## src/rtl/can_pkg.sv

```systemverilog
// can_pkg: shared CAN constants.
package can_pkg;
  localparam int CAN_MAX_FRAME_BITS = 590;
endpackage

```

## src/rtl/frame_hold_reg.sv

```systemverilog
// frame_hold_reg: output holding register with valid/ready handshake and drop detection.
module frame_hold_reg #(
  parameter int FRAME_W = 590,
  parameter int LEN_W = 10
) (
  input  logic               clock,
  input  logic               reset,
  input  logic               load,
  input  logic [FRAME_W-1:0] frame,
  input  logic [LEN_W-1:0]   len,
  input  logic               ovf,
  input  logic               out_ready,
  output logic               out_valid,
  output logic [FRAME_W-1:0] out_frame,
  output logic [LEN_W-1:0]   out_len,
  output logic               out_overflow,
  output logic               dropped
);
  logic blocked;
  assign blocked = out_valid && !out_ready;
  always_ff @(posedge clock) begin
    if (reset) begin
      out_valid <= 1'b0;
      out_frame <= '0;
      out_len <= '0;
      out_overflow <= 1'b0;
      dropped <= 1'b0;
    end else begin
      dropped <= load && blocked;
      if (load && !blocked) begin
        out_valid <= 1'b1;
        out_frame <= frame;
        out_len <= len;
        out_overflow <= ovf;
      end else if (out_ready) begin
        out_valid <= 1'b0;
      end
    end
  end
endmodule

```

## src/rtl/frame_capture.sv

```systemverilog
// frame_capture: accumulates destuffed CAN bits and commits whole frames to a held output.
module frame_capture
  import can_pkg::*;
#(
  parameter int FRAME_W = CAN_MAX_FRAME_BITS,
  parameter int LEN_W = $clog2(FRAME_W + 1)
) (
  input  logic               clock,
  input  logic               reset,
  input  logic               sample_point,
  input  logic               can_rx,
  input  logic               is_stuff,
  input  logic               frame_end,
  input  logic               frame_abort,
  input  logic               out_ready,
  output logic               out_valid,
  output logic [FRAME_W-1:0] out_frame,
  output logic [LEN_W-1:0]   out_len,
  output logic               out_overflow,
  output logic               dropped
);
  logic [FRAME_W-1:0] work, eff_work;
  logic [LEN_W-1:0] cnt, eff_cnt;
  logic ovf, eff_ovf, data_bit, full, store;
  assign data_bit = sample_point && !is_stuff;
  assign full = cnt == LEN_W'(FRAME_W);
  assign store = data_bit && !full;
  // effective frame includes a bit stored in the same cycle as the commit
  always_comb begin
    eff_work = store ? {work[FRAME_W-2:0], can_rx} : work;
    eff_cnt = store ? cnt + 1'b1 : cnt;
    eff_ovf = ovf || (data_bit && full);
  end
  always_ff @(posedge clock) begin
    if (reset || frame_abort || frame_end) begin
      work <= '0;
      cnt <= '0;
      ovf <= 1'b0;
    end else begin
      work <= eff_work;
      cnt <= eff_cnt;
      ovf <= eff_ovf;
    end
  end
  frame_hold_reg #(.FRAME_W(FRAME_W), .LEN_W(LEN_W)) u_hold (
    .clock(clock),
    .reset(reset),
    .load(frame_end && !frame_abort),
    .frame(eff_work),
    .len(eff_cnt),
    .ovf(eff_ovf),
    .out_ready(out_ready),
    .out_valid(out_valid),
    .out_frame(out_frame),
    .out_len(out_len),
    .out_overflow(out_overflow),
    .dropped(dropped)
  );
endmodule
```

## config.mk

```make
export PLATFORM = sky130hd
export DESIGN_NAME = frame_capture
export DESIGN_NICKNAME = d
export VERILOG_FILES = /design/src/rtl/can_pkg.sv /design/src/rtl/frame_hold_reg.sv /design/src/rtl/frame_capture.sv
export SDC_FILE = /design/constraint.sdc
export NUM_CORES = 2
export LEC_CHECK = 0
export BUFFER_PORTS_ARGS = -buffer_cell sky130_fd_sc_hd__buf_2
export CORE_MARGIN = 4
export CORE_UTILIZATION = 39
export CTS_BUF_LIST = sky130_fd_sc_hd__clkbuf_16
export DETAILED_ROUTE_END_ITERATION = 10
export GPL_TIMING_DRIVEN = 0
export SLEW_MARGIN = 20
export SYNTH_ARGS = -nofsm -noshare
export SYNTH_HDL_FRONTEND = slang
export SYNTH_HIERARCHICAL = 1
export SYNTH_SLANG_ARGS = --single-unit
```

## constraint.sdc

```tcl
create_clock -name clock -period 5.7 [get_ports clock]
set_clock_uncertainty 0.05 [all_clocks]
set_input_delay 1.14 -clock clock [delete_from_list [all_inputs] [get_ports clock]]
set_output_delay 1.14 -clock clock [all_outputs]
set_load 0.01 [all_outputs]
```

==> impl_metrics.json <==
{
  "cts_made_buffers": 136,
  "antenna_left": 0,
  "initial_core_util_pct": 39.3,
  "ys_seq_area_share_pct": 44.6,
  "synth_area_leaders": "dfxtp_1 (45%), mux2_4 (16%), nand2b_1 (14%)",
  "grt_setup_unrepaired": "false",
  "critPathArrivalTime_ns": 3.99,
  "clockBufferDepth": 3,
  "routedWlPerCell_um": 17.7,
  "ctsHoldBuffers": 0,
  "leakage_uw": 0.0262,
  "syn_area_um2": 54000,
  "worst_pin_slew_ns": 1.06,
  "grt_use_total_pct": 17.3,
  "clockRootBuffer": "clkbuf_16",
  "n_fill_cell": 13000,
  "critical-path-max-stage-delay_ns": 0.79,
  "yosysMostFrequentCell": "nand2b_1",
  "crit_family": "buffers and inverters",
  "outcome": "complete, no violations",
  "peakVddDrop_mv": 0.201,
  "die_height_um": 380,
  "chipWidth_um": 380,
  "cp-end-kind": "flip-flop",
  "vias_per_cell": 4.52,
  "syn_area_per_cell_um2": 11.8,
  "htreeDepth": 4,
  "setup_viol": 0,
  "nNetsFinal": 5342,
  "crit_top_cell": "clkbuf_1",
  "synth_seq_cells": 1204,
  "ff_latch_area_um2": 24100,
  "synth_top_area_share_pct": 44.6,
  "cts_resized": 0,
  "grt_overflow_total": 0,
  "crit_path_cell_trace": "buf_2 -> nor3_2 -> buf_6 -> clkbuf_1 -> clkbuf_1 -> clkbuf_1 -> and2_1",
  "critical_path_buf_inv_count": 5,
  "clk_pin_slew_ns": 0.06,
  "portBuffers": 610,
  "drive_gt1_share_pct": 28.3,
  "worst-setup-path-type": "primary input to flip-flop",
  "syn_inst": 4583,
  "place_congestion": 0.768,
  "fp-row-count": 136,
  "yosys_warnings": 6,
  "initialDrtViolationCount": 1125,
  "min_period_over_period_pct": 58.9,
  "dpl.hpwl_um": 93900,
  "cts_tree": "yes",
  "numClockSinks": 1204,
  "worst_ep_required_time_ns": 6.33,
  "ys_types": 37,
  "synth_flop_cell": "dfxtp_1",
  "slowest_stage": "clkbuf_1",
  "vias": 32700,
  "grt_pass1_wl_um": 199000,
  "fin_crit_ns": 3.36,
  "area_growth_pct": 17.6,
  "core_area_um2": 137000,
  "yosys-top-cells-count": "nand2b_1 (1206), dfxtp_1 (1204), mux2i_1 (602), and2_1 (597), mux2_4 (587)",
  "clock.fmax_mhz": 298,
  "synth-edff-count": 0,
  "antenna_found_initial": 3,
  "power_density_nw_per_um2": 278,
  "drv_slew": 0,
  "multi_input_area_um2": 26500,
  "yosys.area.top_type": "dfxtp_1",
  "hold_path.class": "flip-flop to flip-flop",
  "post-cts-setup-buffers": 0,
  "insertion_delay_ns": 0.73,
  "maxCapViolCount": 0,
  "startpoint_type": "primary input",
  "dieArea_um2": 145000,
  "async_reset_ff_share_pct": 0,
  "fin_setup_tns_ns": 0,
  "grt_pass1_vias": 33800,
  "drt_pre_antenna_iters": 5,
  "worst-path-max-fanout": 11,
  "final_core_util_pct": 46.2,
  "grt_max_degree": 17,
  "pin_count": 611,
  "routed_wl_um": 128000,
  "drc_errors": 0,
  "final-hold-violation-count": 0,
  "synth_nets": 4593,
  "slew_headroom_pct": 29.6
}
==> layer usage <==
layer	wire length, µm	track usage, %
met5	0	0
met4	3530	5.58
met3	8170	5.38
met2	58500	28.3
met1	57600	21.8
==> final cells by class <==
class,count,share of cell area (%)
plain buffers,333,5.43
multi-input cells,3043,41.7
repair buffers,611,4.82
flip-flops and latches,1204,37.9
well taps,1794,3.53
diodes,3,0.0118
clock buffers,141,5.55
inverters,3,0.0177
clock inverters,100,1.06
==> stage by stage <==
| step | area (µm²) | total power (µW) | hold WS [ns] | instances | setup slack, ns |
|---|---|---|---|---|---|
| final | 63600 | 17700 | 0.417 | 7232 | 2.34 |
| after global routing | 63600 | 18400 | 0.432 | 7229 | 2.12 |
| after CTS | 63600 | 18000 | 0.421 | 7229 | 2.17 |
| after detailed placement | 59400 | 9570 | 0.407 | 6988 | 1.35 |
| after global placement | 59300 | 9570 | 0.406 | 6987 | 0.144 |
| after floorplan | 54000 | 9390 | 0.434 | 4583 | 3.09 |
==> path summary, 6_finish.rpt <==
kind / from / endpoint / slack, ns / cells after the start
setup / recovery: frame_abort / work[385] / 2.34 / 7
hold / removal: u_hold/out_frame[427] / u_hold/out_frame[427] / 0.42 / 2
hold reg to reg: u_hold/out_frame[427] / u_hold/out_frame[427] / 0.42 / 2
setup reg to reg: cnt[5] / u_hold/out_frame[311] / 3.31 / 8
==> logic make-up (layout without fill, tap and decap cells) <==
kind of cell | count (synthesis) | after routing | synth area share, %
buffers and inverters | 336 | 1188 | 6.40
adder cells (fa/ha/maj) | 2 | 2 | 0.0463
other | 0 | 3 | 0
XOR/XNOR | 7 | 7 | 0.113
flip-flops | 1204 | 1204 | 44.6
AO/OA/AOI/OAI | 11 | 11 | 0.134
multiplexers | 1192 | 1192 | 27.5
AND/OR/NAND/NOR | 1831 | 1831 | 21.2
==> flip-flops by register name, indices dropped and copies added, names as in the netlist <==
name / count
u_hold/out_frame: 590
u_hold/out_overflow: 1
cnt: 10
u_hold/out_len: 10
u_hold/out_valid: 1
u_hold/dropped: 1
work: 590
ovf: 1
==> worst min-delay path, cell delays in order, from the launching register on <==
cell and delay [ns]:
dfxtp_1 0.30, nand2b_1 0.06, mux2i_1 0.05
==> cell usage in the layout, fill, tap and decap left out, types with 2 or more instances in the layout <==
cell / n
clkbuf_1: 183
clkinv_1: 29
xnor2_1: 3
mux2_4: 587
dfxtp_1: 1204
buf_2: 616
clkbuf_2: 3
buf_12: 129
nand2_1: 7
inv_6: 5
clkbuf_16: 141
nor2b_1: 2
ha_1: 2
clkinvlp_4: 2
a21oi_1: 5
inv_16: 3
nor4_1: 2
nand3_1: 3
and2_1: 597
inv_1: 30
nor3_1: 4
bufinv_16: 7
nand2b_1: 1206
mux2i_1: 602
diode_2: 3
nor2_1: 2
mux2_2: 3
buf_6: 11
clkinv_2: 27
xor2_1: 4
==> report_power, final <==
group | switching [µW] | internal, µW | total [µW]
logic | 466 | 488 | 954
registers | 0.940 | 8420 | 8420
clock network | 3510 | 4790 | 8300
No activity file was read; power rests on OpenSTA's default activity.
